<file path="src/rtl/arm_pipeline_controller.sv">
// arm_pipeline_controller: decode, Execute/Memory/Writeback control registers, NZCV flags
// and condition gating for the 5-stage ARM core. Define ARM_BL_EN to enable BL (link write).
module arm_pipeline_controller (
  input  logic        clk,
  input  logic        reset,
  input  logic [19:0] InstrD,
  input  logic [3:0]  ALUFlagsE,
  input  logic        FlushE,
  output logic [1:0]  RegSrcD,
  output logic [1:0]  ImmSrcD,
  output logic        ALUSrcE,
  output logic [2:0]  ALUControlE,
  output logic        BranchTakenE,
  output logic        MemtoRegE,
  output logic        RegWriteM,
  output logic        MemWriteM,
  output logic        RegWriteW,
  output logic        MemtoRegW,
  output logic        PCSrcW,
  output logic        BrLW,
  output logic        PCWrPendingF
);
  typedef struct packed {
    logic       pcs;
    logic       reg_w;
    logic       mem_w;
    logic       branch;
`ifdef ARM_BL_EN
    logic       br_l;
`endif
    logic       mem_to_reg;
    logic       alu_src;
    logic [2:0] alu_control;
    logic [1:0] flag_w;
    logic [3:0] cond;
  } ex_ctrl_t;

  typedef struct packed {
    logic reg_write;
    logic mem_write;
    logic pcs;
`ifdef ARM_BL_EN
    logic br_l;
`endif
    logic mem_to_reg;
  } mem_ctrl_t;

  typedef struct packed {
    logic reg_write;
    logic pcs;
`ifdef ARM_BL_EN
    logic br_l;
`endif
    logic mem_to_reg;
  } wb_ctrl_t;

  logic [1:0] op_d;
  logic [5:0] funct_d;
  logic [3:0] rd_d;
  logic       unused_rn;
  logic       alu_op_d;
  ex_ctrl_t   ctrl_d, ex_d, ex_q;
  mem_ctrl_t  m_d, m_q;
  wb_ctrl_t   w_d, w_q;
  logic [3:0] flags_d, flags_q;
  logic       n_f, z_f, c_f, v_f;
  logic       cond_ex;

  assign op_d      = InstrD[15:14];
  assign funct_d   = InstrD[13:8];
  assign rd_d      = InstrD[3:0];
  assign unused_rn = ^InstrD[7:4];

  always_comb begin : decoder
    ctrl_d      = '0;
    RegSrcD     = 2'b00;
    ImmSrcD     = 2'b00;
    alu_op_d    = 1'b0;
    ctrl_d.cond = InstrD[19:16];
    case (op_d)
      2'b00: begin
        ctrl_d.alu_src = funct_d[5];
        ctrl_d.reg_w   = 1'b1;
        alu_op_d       = 1'b1;
      end
      2'b01: begin
        ImmSrcD        = 2'b01;
        ctrl_d.alu_src = 1'b1;
        if (funct_d[0]) begin
          ctrl_d.reg_w      = 1'b1;
          ctrl_d.mem_to_reg = 1'b1;
        end else begin
          ctrl_d.mem_w = 1'b1;
          RegSrcD      = 2'b10;
        end
      end
      2'b10: begin
        RegSrcD        = 2'b01;
        ImmSrcD        = 2'b10;
        ctrl_d.alu_src = 1'b1;
        ctrl_d.branch  = 1'b1;
`ifdef ARM_BL_EN
        ctrl_d.br_l    = funct_d[4];
`endif
      end
      default: ;
    endcase
    // Only ADD/SUB may write C and V; logical ops and shifts update N and Z only.
    if (alu_op_d) begin
      case (funct_d[4:1])
        4'b0100: begin ctrl_d.alu_control = 3'b000; ctrl_d.flag_w = {2{funct_d[0]}}; end
        4'b0010: begin ctrl_d.alu_control = 3'b001; ctrl_d.flag_w = {2{funct_d[0]}}; end
        4'b0000: begin ctrl_d.alu_control = 3'b010; ctrl_d.flag_w = {funct_d[0], 1'b0}; end
        4'b1100: begin ctrl_d.alu_control = 3'b011; ctrl_d.flag_w = {funct_d[0], 1'b0}; end
        4'b1101: begin ctrl_d.alu_control = 3'b100; ctrl_d.flag_w = {funct_d[0], 1'b0}; end
        default: begin ctrl_d.alu_control = 3'b000; ctrl_d.flag_w = 2'b00; end
      endcase
    end
    ctrl_d.pcs = (ctrl_d.reg_w & (rd_d == 4'hf)) | ctrl_d.branch;
  end

  always_comb begin
    ex_d = ctrl_d;
    if (FlushE) ex_d = '0;
  end

  assign {n_f, z_f, c_f, v_f} = flags_q;

  always_comb begin
    cond_ex = 1'b0;
    case (ex_q.cond)
      4'b0000: cond_ex = z_f;
      4'b0001: cond_ex = ~z_f;
      4'b0010: cond_ex = c_f;
      4'b0011: cond_ex = ~c_f;
      4'b0100: cond_ex = n_f;
      4'b0101: cond_ex = ~n_f;
      4'b0110: cond_ex = v_f;
      4'b0111: cond_ex = ~v_f;
      4'b1000: cond_ex = c_f & ~z_f;
      4'b1001: cond_ex = ~c_f | z_f;
      4'b1010: cond_ex = (n_f == v_f);
      4'b1011: cond_ex = (n_f != v_f);
      4'b1100: cond_ex = ~z_f & (n_f == v_f);
      4'b1101: cond_ex = z_f | (n_f != v_f);
      4'b1110: cond_ex = 1'b1;
      default: cond_ex = 1'b0;
    endcase
  end

  always_comb begin
    flags_d = flags_q;
    if (ex_q.flag_w[1] & cond_ex) flags_d[3:2] = ALUFlagsE[3:2];
    if (ex_q.flag_w[0] & cond_ex) flags_d[1:0] = ALUFlagsE[1:0];
  end

  always_comb begin
    m_d.reg_write  = ex_q.reg_w & cond_ex;
    m_d.mem_write  = ex_q.mem_w & cond_ex;
    m_d.pcs        = ex_q.pcs & cond_ex;
`ifdef ARM_BL_EN
    m_d.br_l       = ex_q.br_l & cond_ex;
`endif
    m_d.mem_to_reg = ex_q.mem_to_reg;
    w_d.reg_write  = m_q.reg_write;
    w_d.pcs        = m_q.pcs;
`ifdef ARM_BL_EN
    w_d.br_l       = m_q.br_l;
`endif
    w_d.mem_to_reg = m_q.mem_to_reg;
  end

  always_ff @(posedge clk or posedge reset) begin
    if (reset) begin
      ex_q    <= '0;
      m_q     <= '0;
      w_q     <= '0;
      flags_q <= 4'b0000;
    end else begin
      ex_q    <= ex_d;
      m_q     <= m_d;
      w_q     <= w_d;
      flags_q <= flags_d;
    end
  end

  assign ALUSrcE      = ex_q.alu_src;
  assign ALUControlE  = ex_q.alu_control;
  assign MemtoRegE    = ex_q.mem_to_reg;
  assign BranchTakenE = ex_q.branch & cond_ex;
  assign RegWriteM    = m_q.reg_write;
  assign MemWriteM    = m_q.mem_write;
  assign RegWriteW    = w_q.reg_write;
  assign MemtoRegW    = w_q.mem_to_reg;
  assign PCSrcW       = w_q.pcs;
`ifdef ARM_BL_EN
  assign BrLW         = w_q.br_l;
`else
  assign BrLW         = 1'b0;
`endif
  // Execute term is post-gating so a failed conditional branch releases fetch right away.
  assign PCWrPendingF = ctrl_d.pcs | m_d.pcs | m_q.pcs;
endmodule

</file>
<file path="config.mk">
export PLATFORM = sky130hd
export DESIGN_NAME = arm_pipeline_controller
export DESIGN_NICKNAME = d
export VERILOG_FILES = /design/src/rtl/arm_pipeline_controller.sv
export SDC_FILE = /design/constraint.sdc
export NUM_CORES = 1
export LEC_CHECK = 0
export BUFFER_PORTS_ARGS = -buffer_cell sky130_fd_sc_hd__buf_2
export CORE_ASPECT_RATIO = 1.25
export CORE_MARGIN = 2
export CORE_UTILIZATION = 48
export DETAILED_ROUTE_END_ITERATION = 8
export PLACE_DENSITY = 0.78
export SYNTH_ARGS = -nofsm -noshare
export SYNTH_HDL_FRONTEND = slang
export SYNTH_SLANG_ARGS = --single-unit
export TNS_END_PERCENT = 1
</file>
<file path="constraint.sdc">
create_clock -name clk -period 2.32 [get_ports clk]
set_input_delay 0.58 -clock clk [delete_from_list [all_inputs] [get_ports clk]]
set_output_delay 0.58 -clock clk [all_outputs]
set_load 0.05 [all_outputs]
</file>
After elaboration in Yosys (flattened, before gate mapping)
Index checks and enable logic that the tools add are counted.
W data, S select, Z words.

storage, ports and cells
  register bits = 26
  word-level logic and storage cells = 78

cells by class
  equality and inequality tests = 23
  muxes and demuxes = 15
  bitwise gates (word level) = 18
  reduce and logical (&&, ||, !) cells = 4

operators by type and width
  operator              number
  $eq A4 B4 Y1 const B  10
  $pmux W5 S5           1
  $eq A4 B3 Y1 const B  5
  $mux W15              1
  $pmux W1 S15          1
  $eq A4 B2 Y1 const B  3
  $and A1 B1 Y1         9
  $logic_not A4 Y1      2
  $pmux W2 S2           2
  $mux W1               6
  $mux W5               1
  $or A1 B1 Y1          5
  $eq A4 B1 Y1 const B  1
  $not A1 Y1            4
  $pmux W1 S2           2
  $eq A2 B1 Y1 const B  1
  $eq A2 B2 Y1 const B  1
  $logic_not A2 Y1      1
  $mux W2               1
  $reduce_or A2 Y1      1
  $eq A1 B1 Y1          1
  $ne A1 B1 Y1          1

Depth between registers and ports, before layout
  word-level depth = 6
  depth in mapped cells = 6

Worst setup path after synthesis
No wires, ideal clock.

  path kind = register -> output
  start point = reg flags_q[3]
  end point = out PCWrPendingF
  data arrival time = 2.332 ns
  path slack = -0.592 ns
  stages on the path, launching flop included = 6
  cells stage by stage = dfrtp_1 -> xor2_1 -> a211o_1 -> a31oi_1 -> nor3_1 -> o21ai_0

between the ends
  word-level cells in the longest chain between the ends = 6

ends and longest elaborated chain
  what                                                  line      text
  from (decl)                                           65        logic [3:0] flags_d, flags_q;
  from (signal assigned)                                183       flags_q <= flags_d;
  $ne A1 B1 Y1 / $eq A1 B1 Y1 (equally long branches)   --
  $or A1 B1 Y1 / $and A1 B1 Y1 (equally long branches)  145, 144
  $pmux W1 S15 (*)                                      131       case (ex_q.cond)
  $and A1 B1 Y1 (*)                                     160       m_d.pcs = ex_q.pcs & cond_ex;
  $or A1 B1 Y1 (*) (2 in series)                        202       assign PCWrPendingF = ctrl_d.pcs | m_d.pcs | m_q.pcs;
  to (decl)                                             21        output logic PCWrPendingF

Mark *: on every way between the ends. The rest lies on a longest branch, timed or not.

Final worst setup path
  start point = reg flags_q[0]
  end point = out BranchTakenE

between the ends
  word-level cells in the longest chain between the ends = 4

ends and longest elaborated chain
  what                                                  line      text
  $ne A1 B1 Y1 / $eq A1 B1 Y1 (equally long branches)   --
  $or A1 B1 Y1 / $and A1 B1 Y1 (equally long branches)  145, 144
  $pmux W1 S15 (*)                                      131
  $and A1 B1 Y1 (*)                                     190       assign BranchTakenE = ex_q.branch & cond_ex;
  to (decl)                                             13        output logic BranchTakenE,

Marks and branches as above.

==> qor.csv <==
stage,metric,value,unit
setup_path,Worst Path Arrival,1.88,ns
global_routing,first-pass GRT wire length,3960,um
logic_synthesis,adder-cell share of the synthesized area,4.13,%
sta,Worst Skew,0.00235,ns
logic_synthesis,"Avg Cell Area, Syn",10.9,um2
cts,Root Driver,clkbuf_4,
sta,"Worst Setup Slack, final",-0.143,ns
logic_synthesis,synth top area cells,"dfrtp_1, nor2b_1, mux2_2, ha_1, buf_4",
logic_synthesis,largest family of logic cells by synthesized area,simple AND/OR/NAND/NOR gates,
logic_synthesis,Yosys top cell area share,53.7,%
cts,number of CTS-inserted buffers,3,
detailed_routing,drt drc,0,
logic_synthesis,post-synthesis xor/xnor area fraction,2.89,%
cts,CTS tree,built,
floorplanning,die area,2940,um2
setup_path,CP required,1.74,ns
cells_and_area,Final Util,65.2,%
floorplanning,die height,60.2,um
global_routing,largest net degree at the start of global routing,27,
detailed_routing,Pre-antenna DRT Iters,4,
run_status,outcome,finished with violations,
logic_synthesis,top-count cell post-synth,dfrtp_1,
logic_synthesis,post-synth design cell area,1210,um2
logic_synthesis,Synth Instances,111,
cells_and_area,Finished Layout Cells,187,
logic_synthesis,most frequent cells after synthesis,"dfrtp_1, nor2b_1, inv_1",
sta,FMAX,0.406,GHz
setup_path,reg-to-reg setup timing slack,0.19,ns
setup_path,reg-to-reg startpoint,flags_q[0]$_DFFE_PP0P_,
setup_path,startpoint class of the critical path,flop,
logic_synthesis,synthesis-stage register bit count,26,
detailed_routing,final wirelength,2470,um
cells_and_area,area grow syn2layout,30.6,%
placement,dpl hpwl,1890,um
logic_synthesis,sequential fraction of the synthesis area,53.7,%
floorplanning,die width,48.9,um
logic_synthesis,fraction of registers with async set or reset after synthesis,100,%
placement,IO buf count,38,
power_and_ir_drop,Total Power,0.924,mW
sta,Final period util,106,%
global_routing,grt total ovfl,0,
sta,Final Max Tran Viols,0,
logic_synthesis,post-synthesis compound-gate area fraction,6.20,%
placement,pre-CTS WS,-0.110,ns
cts,CTS Buffer Depth,2,
power_and_ir_drop,Pleak,0.794,nW
global_routing,initial antenna violation count,0,
sta,Hold Fails Final Rpt,0,
cells_and_area,n_diodes,0,
detailed_routing,Final ANT Viol Nets,0,
logic_synthesis,YS warnings,0,
logic_synthesis,"Primary FF master, synth",dfrtp_1,
cts,clk sinks,26,
logic_synthesis,largest area contributor in the synthesized netlist,dfrtp_1,
job,max_cap viols,0,
setup_path,FF-to-FF End,flags_q[3]$_DFFE_PP0P_,
cells_and_area,# nets final,187,
cells_and_area,ratio of cells with drive above 1 in the final layout,43.5,%
floorplanning,initial core utilization,49.9,%
global_routing,GRT Util Overall,18.4,%
power_and_ir_drop,pwr dens,584,nW/um2
detailed_routing,via count,948,
setup_path,Worst setup EP type,output pin,
detailed_routing,initial DRC count,10,
sta,Tmin final,2.46,ns
detailed_routing,WL/cell,13.2,um
sta,minimum hold slack,0.295,ns
setup_path,crit path kind,flop to output pin,
floorplanning,# IOs,44,
global_routing,vias in the first global route,969,
logic_synthesis,Synth cell types,31,
cts,worst skew pair latency,0.30,ns
cts,clock slew at reported path FFs,0.12,ns
detailed_routing,Via density,5.07,
setup_path,"Max FO, Critical Path",4,
floorplanning,Core Rows,20,
sta,RSZ-0062 raised after global routing,yes,
min_path,Worst Hold Class,input pin to asynchronous set/reset pin,
power_and_ir_drop,Max IR drop VDD,0.000370,V
floorplanning,Core Region,2430,um2
cts,H-Tree Depth,1,
placement,Routability Congestion,0.739,
run_status,failing checks,setup timing,
sta,# setup viols final,2,
logic_synthesis,Simple-Gate Fraction of Synth Area,19.5,%
logic_synthesis,number of flops mapped to enable cells by yosys,0,
placement,placed insts,179,
logic_synthesis,multiplexer share of the synthesized area,6.30,%
logic_synthesis,Syn Nets,142,
cells_and_area,fillers,205,
setup_path,worst r2r path cells,7,
[final cells by class]
cell class | count | area [um2] | area share (%)
Multi-Input combinational cell | 68 | 548 | 34.7
Sequential cell | 26 | 654 | 41.4
Timing Repair Buffer | 48 | 282 | 17.8
Inverter | 9 | 33.8 | 2.14
Clock buffer | 3 | 22.5 | 1.42
Tap cell | 33 | 41.3 | 2.61
[how the worst max path moves through the flow]
stage / slack [ns] / depth (start not counted) / end / start
after floorplan: -0.21 / 5 / BranchTakenE / flags_q[3]$_DFFE_PP0P_
after global placement: -0.02 / 6 / BranchTakenE / flags_q[0]$_DFFE_PP0P_
after detailed placement: -0.11 / 6 / BranchTakenE / flags_q[0]$_DFFE_PP0P_
after CTS: -0.17 / 6 / BranchTakenE / flags_q[3]$_DFFE_PP0P_
after global routing: -0.23 / 6 / BranchTakenE / flags_q[0]$_DFFE_PP0P_
final: -0.14 / 6 / BranchTakenE / flags_q[0]$_DFFE_PP0P_
[layer usage]
metal	global-route usage, %	vias up	part of all wire, %
met5	0	-	0
met4	10.2	0	2.1
met3	3.00	4	4.1
met2	37.0	28	57
met1	17.8	463	37
li1	-	453	-
[metrics by stage]
stage / instance area, um2 / setup TNS [ns]
2_1_floorplan: 1210 / -0.403
3_3_place_gp: 1430 / -0.0150
3_5_place_dp: 1430 / -0.188
4_1_cts: 1550 / -0.315
5_1_grt: 1580 / -0.435
6_report: 1580 / -0.264
[critical path, cell delays in order, from the launching register on]
cell and delay [ns]:
dfrtp_2 0.46, xor2_2 0.18, o2bb2ai_2 0.21, mux2i_4 0.31, nor3_4 0.09, nor2b_1 0.15
buf_6 0.18
[power breakdown]
| part | internal [mW] | switching [mW] | total (mW) |
|---|---|---|---|
| sequential | 0.480 | 0.0231 | 0.503 |
| combinational | 0.106 | 0.138 | 0.244 |
| clock | 0.0605 | 0.117 | 0.178 |
[state kept, by name (all words and copies together), names as in the netlist, 2 cells and up]
name         cells
ex_q            10
flags_q          4
ALUControlE      3
m_q              2
[cell usage in the layout (no fill, tap or decap), types with 2 or more instances in the layout]
cell / count
buf_6: 3
a21oi_1: 3
dfrtp_2: 3
mux2_2: 5
o31ai_1: 2
nor3_1: 4
clkbuf_4: 3
nand2b_1: 2
buf_4: 9
nand2_1: 2
xor2_1: 2
inv_1: 9
ha_1: 4
nor3b_1: 2
buf_2: 36
nand4_1: 2
nor2b_1: 11
a31oi_4: 2
nand3_1: 3
nor2_1: 5
nand3b_1: 3
dfrtp_1: 23
or3_1: 2
[cell families after synthesis]
logic type	count (synthesis)
flops	26
buf+inv	17
fa+ha+maj	4
other cells	1
xor+xnor	4
simple gates	40
mux	7
compound gates	12
[what timing repair did]
action / in CTS / in global routing
gates resized for setup: 16 / 2
setup buffers: 2 / 3
pin swaps: 4 / 4
endpoints found under the setup margin: 2 / 2
endpoints found under the hold margin: 0 / 0
hold buffers: 0 / 0
Power figures use the tool's default switching activity.
